$ cat config.mk
export PLATFORM = sky130hd
export DESIGN_NAME = pea_core
export DESIGN_NICKNAME = d
export VERILOG_FILES = /design/src/rtl/pea_pkg.sv /design/src/rtl/pea_horner.sv /design/src/rtl/pea_core.sv
export SDC_FILE = /design/constraint.sdc
export NUM_CORES = 2
export LEC_CHECK = 0
export ABC_AREA = 1
export ABC_CLOCK_PERIOD_IN_PS = 7800
export BUFFER_PORTS_ARGS = -buffer_cell sky130_fd_sc_hd__buf_4
export CAP_MARGIN = 0
export CELL_PAD_IN_SITES_DETAIL_PLACEMENT = 0
export CELL_PAD_IN_SITES_GLOBAL_PLACEMENT = 1
export CORE_ASPECT_RATIO = 1.75
export CORE_UTILIZATION = 31
export DETAILED_ROUTE_END_ITERATION = 8
export GPL_TIMING_DRIVEN = 1
export PLACE_DENSITY_LB_ADDON = 0.1
export SLEW_MARGIN = 20
export SYNTH_ARGS = -nofsm -noshare
export SYNTH_HDL_FRONTEND = slang
export SYNTH_SLANG_ARGS = --single-unit
$ cat constraint.sdc
create_clock -name clk -period 7.8 [get_ports clk]
set_clock_uncertainty 0.1 [all_clocks]
set_input_delay 0.78 -clock clk [delete_from_list [all_inputs] [get_ports clk]]
set_output_delay 0.78 -clock clk [all_outputs]
set_load 0.02 [all_outputs]
$ cat src/rtl/pea_pkg.sv
// pea_pkg: shared definitions for the Polynomial Evaluation Accelerator core.
//   Mode encodings sampled with invoke, opcodes, status codes, FSM states,
//   and polynomial storage limits.
package pea_pkg;

   localparam int NUM_POLY   = 8;
   localparam int MAX_DEGREE = 10;
   localparam int DEG_W      = 4;   // holds 0..MAX_DEGREE

   typedef enum logic [1:0] {
      MODE_SETUP_INSTR = 2'b00,
      MODE_INSTR       = 2'b01,
      MODE_OUTPUT      = 2'b10
   } pea_mode_e;

   localparam logic [7:0] OP_STP = 8'h01;
   localparam logic [7:0] OP_EVP = 8'h02;
   localparam logic [7:0] OP_RST = 8'h03;

   localparam logic [1:0] ST_OK     = 2'd0;
   localparam logic [1:0] ST_BAD_OP = 2'd1;
   localparam logic [1:0] ST_UNDEF  = 2'd2;
   localparam logic [1:0] ST_DEG    = 2'd3;

   typedef enum logic [2:0] {
      S_IDLE,
      S_GC_POP,
      S_GC_DECODE,
      S_EXEC,
      S_EVAL,
      S_OUT_WR,
      S_DONE
   } pea_state_e;

endpackage

$ cat src/rtl/pea_horner.sv
// pea_horner: sequential Horner evaluator, one step per cycle.
//   start    : load acc with c_deg and latch x (caller pops x that cycle)
//   x_in     : evaluation point, signed
//   deg_in   : polynomial degree
//   coef_in  : coefficient addressed by coef_idx (combinational read port)
//   coef_idx : index of the coefficient needed this cycle
//   last     : the final accumulator update happens at the coming edge
//   acc_nxt  : value the accumulator takes at the coming edge
module pea_horner
   import pea_pkg::*;
#(
   parameter int CW   = 16,
   parameter int ACCW = 32
) (
   input  logic                   clk,
   input  logic                   rst,
   input  logic                   start,
   input  logic signed [CW-1:0]   x_in,
   input  logic [DEG_W-1:0]       deg_in,
   input  logic signed [CW-1:0]   coef_in,
   output logic [DEG_W-1:0]       coef_idx,
   output logic                   last,
   output logic [ACCW-1:0]        acc_nxt
);

   logic [ACCW-1:0]  acc_q, acc_d, x_q, x_d;
   logic [DEG_W-1:0] cnt_q, cnt_d;   // Horner steps still to run
   logic             busy;

   assign busy     = (cnt_q != '0);
   // While idle the port points at the leading coefficient so start can load it.
   assign coef_idx = busy ? cnt_q - DEG_W'(1) : deg_in;
   assign acc_nxt  = acc_d;

   always_comb begin
      acc_d = acc_q;
      x_d   = x_q;
      cnt_d = cnt_q;
      last  = 1'b0;
      if (start) begin
         acc_d = ACCW'(coef_in);   // sign-extending cast
         x_d   = ACCW'(x_in);
         cnt_d = deg_in;
         last  = (deg_in == '0);
      end else if (busy) begin
         // Low 32 bits of the product are sign-agnostic, so plain * suffices.
         acc_d = acc_q * x_q + ACCW'(coef_in);
         cnt_d = cnt_q - DEG_W'(1);
         last  = (cnt_q == DEG_W'(1));
      end
   end

   always_ff @(posedge clk or negedge rst) begin
      if (!rst) begin
         acc_q <= '0;
         x_q   <= '0;
         cnt_q <= '0;
      end else begin
         acc_q <= acc_d;
         x_q   <= x_d;
         cnt_q <= cnt_d;
      end
   end

endmodule

$ cat src/rtl/pea_core.sv
// pea_core: PEA controller and datapath (CFDF actor with three modes).
//   clk, rst                 : clock, async active-low reset
//   command_in / data_in     : heads of the command / data input FIFOs
//   command_count/data_count : FIFO populations
//   invoke, next_mode_in     : fire request and mode (SETUP_INSTR/INSTR/OUTPUT)
//   rd_in_command/rd_in_data : FIFO pop strobes
//   FC                       : firing-complete pulse
//   wr_out, data_out_*       : output FIFO push with result and status words
//   instr, arg2              : decoded command fields for the enable block
//   wr_addr_command          : commands consumed; rd_addr_command: commands retired
module pea_core
   import pea_pkg::*;
#(
   parameter  int BUFFER_SIZE = 1024,
   parameter  int WIDTH       = 16,
   parameter  int OUT_WIDTH   = 32,
   localparam int AW          = $clog2(BUFFER_SIZE)
) (
   input  logic                 clk,
   input  logic                 rst,
   input  logic [WIDTH-1:0]     command_in,
   input  logic [WIDTH-1:0]     data_in,
   input  logic                 invoke,
   input  logic [1:0]           next_mode_in,
   input  logic [AW-1:0]        data_count,
   input  logic [AW-1:0]        command_count,
   output logic                 rd_in_command,
   output logic                 rd_in_data,
   output logic                 FC,
   output logic                 wr_out,
   output logic [OUT_WIDTH-1:0] data_out_result,
   output logic [OUT_WIDTH-1:0] data_out_status,
   output logic [7:0]           instr,
   output logic [4:0]           arg2,
   output logic [AW-1:0]        wr_addr_command,
   output logic [AW-1:0]        rd_addr_command
);

   pea_state_e                     state_q, state_d;
   logic [WIDTH-1:0]               cmd_q, cmd_d;
   logic [7:0]                     instr_q, instr_d;
   logic [2:0]                     arg1_q, arg1_d;
   logic [4:0]                     arg2_q, arg2_d;
   logic [AW-1:0]                  wr_addr_q, wr_addr_d, rd_addr_q, rd_addr_d;
   logic [DEG_W-1:0]               cnt_q, cnt_d;      // STP coefficient index
   logic [NUM_POLY-1:0]            valid_q, valid_d;
   logic [NUM_POLY-1:0][DEG_W-1:0] deg_q, deg_d;
   logic [OUT_WIDTH-1:0]           res_q, res_d, stat_q, stat_d;
   logic [OUT_WIDTH-1:0]           dres_q, dres_d, dstat_q, dstat_d;

   logic signed [WIDTH-1:0]        coef_mem [NUM_POLY][MAX_DEGREE+1];

   logic                           coef_we, pop_data, h_start, h_last;
   logic [DEG_W-1:0]               h_idx;
   logic [OUT_WIDTH-1:0]           h_acc_nxt;
   logic signed [WIDTH-1:0]        h_coef;

   assign h_coef = coef_mem[arg1_q][h_idx];

   pea_horner #(.CW(WIDTH), .ACCW(OUT_WIDTH)) u_horner (
      .clk      (clk),
      .rst      (rst),
      .start    (h_start),
      .x_in     (data_in),
      .deg_in   (deg_q[arg1_q]),
      .coef_in  (h_coef),
      .coef_idx (h_idx),
      .last     (h_last),
      .acc_nxt  (h_acc_nxt)
   );

   // Pop strobes are decoded from the current state and FIFO count so a pop
   // lines up with the head word the FIFO presents in the same cycle.
   assign rd_in_command   = (state_q == S_GC_POP) && (command_count != '0);
   assign rd_in_data      = pop_data;
   assign FC              = (state_q == S_DONE);
   assign wr_out          = (state_q == S_OUT_WR);
   assign data_out_result = dres_q;
   assign data_out_status = dstat_q;
   assign instr           = instr_q;
   assign arg2            = arg2_q;
   assign wr_addr_command = wr_addr_q;
   assign rd_addr_command = rd_addr_q;

   always_comb begin
      state_d   = state_q;
      cmd_d     = cmd_q;
      instr_d   = instr_q;
      arg1_d    = arg1_q;
      arg2_d    = arg2_q;
      wr_addr_d = wr_addr_q;
      rd_addr_d = rd_addr_q;
      cnt_d     = cnt_q;
      valid_d   = valid_q;
      deg_d     = deg_q;
      res_d     = res_q;
      stat_d    = stat_q;
      dres_d    = dres_q;
      dstat_d   = dstat_q;
      coef_we   = 1'b0;
      pop_data  = 1'b0;
      h_start   = 1'b0;

      unique case (state_q)
         S_IDLE: begin
            // Reserved mode 2'b11 is not fired.
            if (invoke) begin
               case (next_mode_in)
                  MODE_SETUP_INSTR: state_d = S_GC_POP;
                  MODE_INSTR: begin
                     state_d = S_EXEC;
                     cnt_d   = '0;
                  end
                  MODE_OUTPUT: begin
                     state_d   = S_OUT_WR;
                     dres_d    = res_q;
                     dstat_d   = stat_q;
                     rd_addr_d = rd_addr_q + 1'b1;
                  end
                  default: ;
               endcase
            end
         end
         S_GC_POP: begin
            if (command_count != '0) begin
               cmd_d   = command_in;
               state_d = S_GC_DECODE;
            end
         end
         S_GC_DECODE: begin
            instr_d   = cmd_q[15:8];
            arg1_d    = cmd_q[7:5];
            arg2_d    = cmd_q[4:0];
            wr_addr_d = wr_addr_q + 1'b1;
            state_d   = S_DONE;
         end
         S_EXEC: begin
            case (instr_q)
               OP_STP: begin
                  if (arg2_q > 5'(MAX_DEGREE)) begin
                     stat_d  = OUT_WIDTH'(ST_DEG);
                     state_d = S_DONE;
                  end else if (data_count != '0) begin
                     pop_data = 1'b1;
                     coef_we  = 1'b1;
                     cnt_d    = cnt_q + 1'b1;
                     if (cnt_q == arg2_q[DEG_W-1:0]) begin
                        valid_d[arg1_q] = 1'b1;
                        deg_d[arg1_q]   = arg2_q[DEG_W-1:0];
                        stat_d          = OUT_WIDTH'(ST_OK);
                        state_d         = S_DONE;
                     end
                  end
               end
               OP_EVP: begin
                  if (!valid_q[arg1_q]) begin
                     res_d   = '0;
                     stat_d  = OUT_WIDTH'(ST_UNDEF);
                     state_d = S_DONE;
                  end else if (data_count != '0) begin
                     pop_data = 1'b1;
                     h_start  = 1'b1;
                     stat_d   = OUT_WIDTH'(ST_OK);
                     if (h_last) begin
                        res_d   = h_acc_nxt;   // degree-0: result is c0
                        state_d = S_DONE;
                     end else begin
                        state_d = S_EVAL;
                     end
                  end
               end
               OP_RST: begin
                  valid_d = '0;
                  res_d   = '0;
                  stat_d  = OUT_WIDTH'(ST_OK);
                  state_d = S_DONE;
               end
               default: begin
                  stat_d  = OUT_WIDTH'(ST_BAD_OP);
                  state_d = S_DONE;
               end
            endcase
         end
         S_EVAL: begin
            if (h_last) begin
               res_d   = h_acc_nxt;
               state_d = S_DONE;
            end
         end
         S_OUT_WR: state_d = S_DONE;
         S_DONE:   state_d = S_IDLE;
         default:  state_d = S_IDLE;
      endcase
   end

   always_ff @(posedge clk or negedge rst) begin
      if (!rst) begin
         state_q   <= S_IDLE;
         cmd_q     <= '0;
         instr_q   <= '0;
         arg1_q    <= '0;
         arg2_q    <= '0;
         wr_addr_q <= '0;
         rd_addr_q <= '0;
         cnt_q     <= '0;
         valid_q   <= '0;
         deg_q     <= '0;
         res_q     <= '0;
         stat_q    <= '0;
         dres_q    <= '0;
         dstat_q   <= '0;
      end else begin
         state_q   <= state_d;
         cmd_q     <= cmd_d;
         instr_q   <= instr_d;
         arg1_q    <= arg1_d;
         arg2_q    <= arg2_d;
         wr_addr_q <= wr_addr_d;
         rd_addr_q <= rd_addr_d;
         cnt_q     <= cnt_d;
         valid_q   <= valid_d;
         deg_q     <= deg_d;
         res_q     <= res_d;
         stat_q    <= stat_d;
         dres_q    <= dres_d;
         dstat_q   <= dstat_d;
      end
   end

   // Coefficient storage needs no reset: slot validity gates every read.
   always_ff @(posedge clk) begin
      if (coef_we) coef_mem[arg1_q][cnt_q] <= data_in;
   end

endmodule

## Word-level counts from Yosys, hierarchy flattened

Memories as Yosys holds them, arrays and structs flattened.
Cells that the tools add are included.

- Word-level logic and storage cells: 159
- Memories kept: 1
- Output and inout port bits: 101
- Flip-flop bits (word level): 279
- RAM bits: 1408

- Multiplexer cells: 65
- Eq/ne operators: 31
- $add $sub $neg: 5
- Bitwise operators: 4
- Reductions and logical operators: 22
- $lt $le $gt $ge: 6
- Multipliers: 1

Memories:

| memory | words | width | rd ports | clocked after Yosys merged registers in | write ports | line | RTL |
|---|---|---|---|---|---|---|---|
| coef_mem | 8 | 176 | 1 | 0 | 1 | pea_core.sv:51 | `logic signed [WIDTH-1:0] coef_mem [NUM_POLY][MAX_DEGREE+1];` |

Operators with widths:

| kind | number |
|---|---|
| 32-bit two-way mux | 10 |
| 176-bit two-way mux | 1 |
| 32-bit case mux with 2 select lines | 2 |
| 32-bit case mux with 3 select lines | 1 |
| 16-bit binary-select mux with 4-bit select | 1 |
| 16-bit demux with 4-bit select | 1 |
| 16-bit two-way mux | 3 |
| 4-bit two-way mux | 10 |
| 32-bit adder | 1 |
| 32-bit bitwise mux | 1 |
| 32-bit by 16-bit multiplier with 32-bit output | 1 |
| 3-bit two-way mux | 8 |
| 8-bit two-way mux | 3 |
| 10-bit by 1-bit adder with 10-bit output (second input constant) | 2 |
| 10-bit nonzero test | 2 |
| 8-bit by 2-bit == test with 1-bit output (second input constant) | 2 |
| 8-bit case mux with 2 select lines | 1 |
| 3-bit case mux with 5 select lines | 1 |
| 2-bit inequality test (second input constant) | 7 |
| 1-bit two-way mux | 13 |
| 4-bit binary-select mux with 3-bit select | 1 |
| 4-bit demux with 3-bit select | 1 |
| 4-bit inequality test (second input constant) | 3 |
| 5-bit greater-or-equal comparator (second input constant) | 2 |
| 41 further kinds | 56 |

## Logic depth before layout (Yosys ltp)

- Depth in word-level cells: 15
- Gate-level depth with buffers: 43

## Modules after synthesis

Synthesis repeated with hierarchy kept, for this count alone.

- Cell total of the unflattened synthesis: 8187
- Area, all modules: 81859.8 um2

By module, submodules not included:

| module | cells an instance | instances | sequential area each (um2) | area an instance (um2) |
|---|---|---|---|---|
| pea_core | 6055 | 1 | 46459.6 | 65845.7 |
| pea_horner | 2132 | 1 | 1301.2 | 16014.1 |

## Least setup slack after synthesis

No wires, ideal clock.

- Path type: reg2reg
- From: register u_horner.cnt_q[0]
- To: register res_q[22]
- Required time: 7.579 ns
- Cell stages (with the launch flop): 32
- Period minus slack after synthesis: 6.511 ns
- Path buffers: 1
- Path slack: 1.289 ns
- Library setup time: 0.121 ns
- Arrival: 6.290 ns
- Cells stage by stage: dfrtp_1 inv_1 ha_1 nand2_2 inv_1 or2_1 nand2_1 buf_2 nand3_1 nand3_1 nand3_1 nand2_1 fa_1 fa_1 fa_1 fa_1 inv_1 fa_1 inv_1 ha_1 a21oi_1 o21a_1 o21ai_0 a21oi_1 o21ai_0 a21oi_1 xor2_1 nand2_1 o211ai_1 nand2_1 o21bai_1 nand2_1

- Cells in the longest elaborated chain, start to end: 14
- Elaborated cells on any way between the ends: 18

RTL lines:

| item | line | RTL |
|---|---|---|
| start, declared | pea_horner.sv:27 | `logic [DEG_W-1:0] cnt_q, cnt_d;` |
| start signal, assigned | pea_horner.sv:61 | `cnt_q <= cnt_d;` |
| 4-bit by 1-bit subtractor with 4-bit output / 4-bit nonzero test (equally long branches) | pea_horner.sv:32, pea_horner.sv:30 |  |
| 4-bit two-way mux | pea_horner.sv:32 | `assign coef_idx = busy ? cnt_q - DEG_W'(1) : deg_in;` |
| 4-bit NOT with 5-bit output (not written as such) | pea_core.sv:58 | `assign h_coef = coef_mem[arg1_q][h_idx];` |
| 16-bit binary-select mux with 4-bit select | pea_core.sv:58 |  |
| 16-bit two-way mux (not written as such) (2 in a row) | pea_core.sv:58 |  |
| 32-bit adder | pea_horner.sv:47 | `acc_d = acc_q * x_q + ACCW'(coef_in);` |
| 32-bit two-way mux | pea_horner.sv:45 | `end else if (busy) begin` |
| 32-bit two-way mux (*) | pea_horner.sv:40 | `if (start) begin` |
| named net h_acc_nxt[22] | pea_core.sv:55 | `logic [OUT_WIDTH-1:0] h_acc_nxt;` |
| 32-bit two-way mux (*) | pea_core.sv:164, pea_core.sv:185 |  |
| 32-bit two-way mux | pea_core.sv:160 | `end else if (data_count != '0) begin` |
| 32-bit two-way mux | pea_core.sv:156 | `if (!valid_q[arg1_q]) begin` |
| 32-bit case mux with 2 select lines | pea_core.sv:138 | `case (instr_q)` |
| 32-bit case mux with 2 select lines (*) | pea_core.sv:104 | `unique case (state_q)` |
| end signal, assigned | pea_core.sv:223 | `res_q <= res_d;` |
| end, declared | pea_core.sv:48 | `logic [OUT_WIDTH-1:0] res_q, res_d, stat_q, stat_d;` |

Mark *: on every way through the listed nets, which the timed path passes. The rest lies on a longest branch. The select of a mux whose other input is x is not followed.
A chain may end at the register's enable or synchronous reset.

## Worst setup path in the final report

- From: register arg1_q[2]
- To: register res_q[25]

- Cells in the longest elaborated chain, start to end: 15
- Elaborated cells on any way between the ends: 25

RTL lines:

| item | line | RTL |
|---|---|---|
| start, declared | pea_core.sv:42 | `logic [2:0] arg1_q, arg1_d;` |
| start signal, assigned | pea_core.sv:216 | `arg1_q <= arg1_d;` |
| 4-bit binary-select mux with 3-bit select | pea_core.sv:65 | `.deg_in (deg_q[arg1_q]),` |
| 4-bit two-way mux (not written as such) | pea_core.sv:65 |  |
| 4-bit two-way mux | pea_horner.sv:32 |  |
| 4-bit NOT with 5-bit output (not written as such) | pea_core.sv:58 |  |
| 16-bit binary-select mux with 4-bit select | pea_core.sv:58 |  |
| 16-bit two-way mux (not written as such) (2 in a row) | pea_core.sv:58 |  |
| 32-bit adder | pea_horner.sv:47 |  |
| 32-bit two-way mux | pea_horner.sv:45 |  |
| 32-bit two-way mux | pea_horner.sv:40 |  |
| 32-bit two-way mux | pea_core.sv:164, pea_core.sv:185 |  |
| 32-bit two-way mux | pea_core.sv:160 |  |
| 32-bit two-way mux | pea_core.sv:156 |  |
| 32-bit case mux with 2 select lines | pea_core.sv:138 |  |
| 32-bit case mux with 2 select lines | pea_core.sv:104 |  |

Several ways; a longest one is shown, not always the timed one. The select of a mux whose other input is x is not followed.

==> results.cfg <==
[outcome]
status = complete, no violations

[logic_synthesis]
yosys_warnings = 0
synth-simple-area-share_pct = 10.8
synth.most_common_cell = edfxtp_1
synth_xor_area_share_pct = 0.473
synth_top_cells_by_count = edfxtp_1, nand2_1, inv_1
synthArstFlopShare_pct = 13.5
synth_compound_area_share_pct = 8.91
synthTopCellsByArea = edfxtp_1, fa_1, dfrtp_1, nand2_1, inv_1
synthAdderAreaFrac_pct = 10.5
synth_mux_area_share_pct = 0
synth-edff-count = 1408
yosysTopAreaCellShare_pct = 55.7
yosys.area.top_type = edfxtp_1
ys_seq_area_share_pct = 63.0
synth_area_per_cell_um2 = 12.2
synth_ff_type = edfxtp_1
synth_top_family_by_area = simple AND/OR/NAND/NOR gates
syn_area_um2 = 75900
ys_ff_latch = 1627
synth.distinct_cells = 63
netlist_instances = 6220

[sta]
fin_crit_sh_pct = 97.3
tightest_slew_ns = 1.08
relSlewSlack_pct = 27.7
setup_ws_ns = 0.208
period_minus_slack_ns = 7.59
hold_viol = 0
clock.fmax_mhz = 132
setup_viol = 0
slew_viol_final = 0

[detailed_routing]
wl_mm = 289
drtIter0Drc = 3338
viasPerCell = 4.96
wl_per_cell_um = 28.0
first_pass_iters = 5
ant_nets = 0
vias = 51000
drc = 0

[floorplanning]
die_w_um = 376
start_util_pct = 31.2
ios = 158
coreArea_um2 = 243000
die_h_um = 656
die_area_um2 = 247000
std_cell_rows = 239

[worst_setup_path]
path_buf_inv = 9
crit_path_frequent_cell = buf_4
reg2reg_to = res_q[25]
crit_type = reg -> reg
critPathMaxFanout = 11
worstReg2RegStart = arg1_q[2]
critPathTopFamily = adder cells
critPathLaunchType = flop
r2r_slack_ns = 0.21
crit_slowest_cell = fa_1
cp.required_ns = 8.42
cp-end-kind = flop
reg2reg_depth = 36
cp.arrival_ns = 8.21
max_stage_delay_ns = 0.56

[clock_tree]
clk_path_buf_depth = 4
worstSkewPairLatency_ns = 0.85
clkTransAtPathRegs_ns = 0.07
root_buffer = clkbuf_16
htreeDepth = 4
cts.sinks = 1627
cts_tree = built
cts_made_buffers = 166

[hold_path]
hold_path_end = cmd_q[8]
min_path_type = in -> reg
hold_depth = 3
worstHoldStart = command_in[8]

[placement]
io_buffers = 127
dp_slack_ns = -0.496
placedCellCount = 9986
gp_congestion = 0.874
placedInstanceArea_um2 = 85700
place_hpwl_mm = 204

[global_routing]
grt-busiest-layer = met2
grt_start_max_net_pins = 119
antenna_found_initial = 3
use_met1_pct = 24.4
met3_usage_pct = 1.79
overflow = 0
grt.total_usage_pct = 23.2
grt_pass1_wl_mm = 406
grtUsageMet2_pct = 45.8
grt_pass1_vias = 53800

[finish]
design_area_um2 = 91600
final_cell_count_no_fill = 10300
area_delta_synth_final_pct = 20.8
postLayoutCoreUtil_pct = 37.7
final_nets = 7422
drive_gt1_share_pct = 19.5

[flow_run]
cap_violations = 0
[sequential cells by signal, indices dropped and copies added, names as in the netlist, 10 cells and up]
signal           count
res_q               32
wr_addr_command     10
data_out_result     32
u_horner.acc_q      32
rd_addr_command     10
coef_mem          1408
cmd_q               16
u_horner.x_q        16
deg_q               32
[cells in the final DEF, fill, tap and decap left out, types with 19 or more instances in the layout]
master and count:
ha_1 104, nand3_1 201, buf_12 72, xor2_1 19, a21oi_1 51, nor3_1 37
buf_4 772, nand2_2 21, nand2_1 1149, conb_1 30, nor2_1 272, edfxtp_1 1408
clkbuf_16 170, o31ai_1 66, fa_1 332, xnor2_1 19, o41ai_1 23, clkbuf_1 35
o211ai_1 46, dfrtp_1 215, o22a_1 24, o221ai_1 71, inv_1 756, or2_2 102
o22ai_1 448, clkinv_2 29, clkinv_1 33, o21ai_0 188, o21ai_1 38, nor2_2 40
[cell type report]
| cell class | instances | area, um^2 |
|---|---|---|
| clock inverter | 81 | 598 |
| sequential | 1627 | 47800 |
| timing repair buffer | 872 | 7770 |
| clock buffer | 206 | 4370 |
| inverter | 768 | 2890 |
| tap | 3253 | 4070 |
| multi-input combinational | 3491 | 24100 |
| fill | 23800 | 151000 |
| antenna | 3 | 7.51 |
[worst max-delay path by stage]
stage / cells after the start / from / slack (ns) / endpoint
global placement: 38 / arg1_q[1] / -0.51 / res_q[28]
finish: 36 / arg1_q[2] / 0.21 / res_q[25]
detailed placement: 38 / arg1_q[1] / -0.50 / res_q[28]
CTS: 36 / arg1_q[0] / 0.007 / res_q[24]
floorplan: 31 / u_horner.cnt_q[0] / 1.29 / res_q[22]
global route: 41 / arg1_q[0] / -0.04 / res_q[13]
[layer usage]
metal | share of wire (%) | vias up
met5 | 0 | -
met4 | 5.3 | 0
met3 | 2.8 | 453
met2 | 57 | 1115
met1 | 35 | 26500
li1 | - | 22900
[per-stage QoR]
| stage | setup TNS (ns) | hold WS [ns] |
|---|---|---|
| 5_1_grt | -0.0774 | 0.0519 |
| 3_3_place_gp | -8.09 | 0.365 |
| 6_report | 0 | 0.0591 |
| 3_5_place_dp | -7.65 | 0.370 |
| 4_1_cts | 0 | 0.00377 |
| 2_1_floorplan | 0 | 0.348 |
[worst register-to-register path, delay by kind of cell, from the launching register on]
| family | cells | cell delay (ns) |
|---|---|---|
| simple gates | 12 | 1.36 |
| fa+ha+maj | 6 | 2.52 |
| compound gates | 9 | 1.70 |
| flops | 1 | 0.45 |
| buf+inv | 9 | 1.30 |
[kinds of logic (layout without fill, tap and decap cells)]
family,after synthesis,count (layout)
AND/OR/NAND/NOR,1938,1938
XOR/XNOR,41,41
buffers and inverters,1131,1927
flip-flops,1627,1627
adder cells (fa/ha/maj),439,439
other,1,33
AO/OA/AOI/OAI,1043,1043
[what timing repair did]
| action | in CTS | in global routing |
|---|---|---|
| hold buffers | 2 | 0 |
| gates cloned | 1 | 3 |
| setup endpoints to repair | 37 | 34 |
| gates resized for setup | 57 | 86 |
| pin swaps | 7 | 28 |
| endpoints found under the hold margin | 74 | 0 |
| buffers inserted | 1 | 18 |
Power is not shown: default switching activity piles up to over one toggle a cycle in this logic, so the estimate is an artifact.
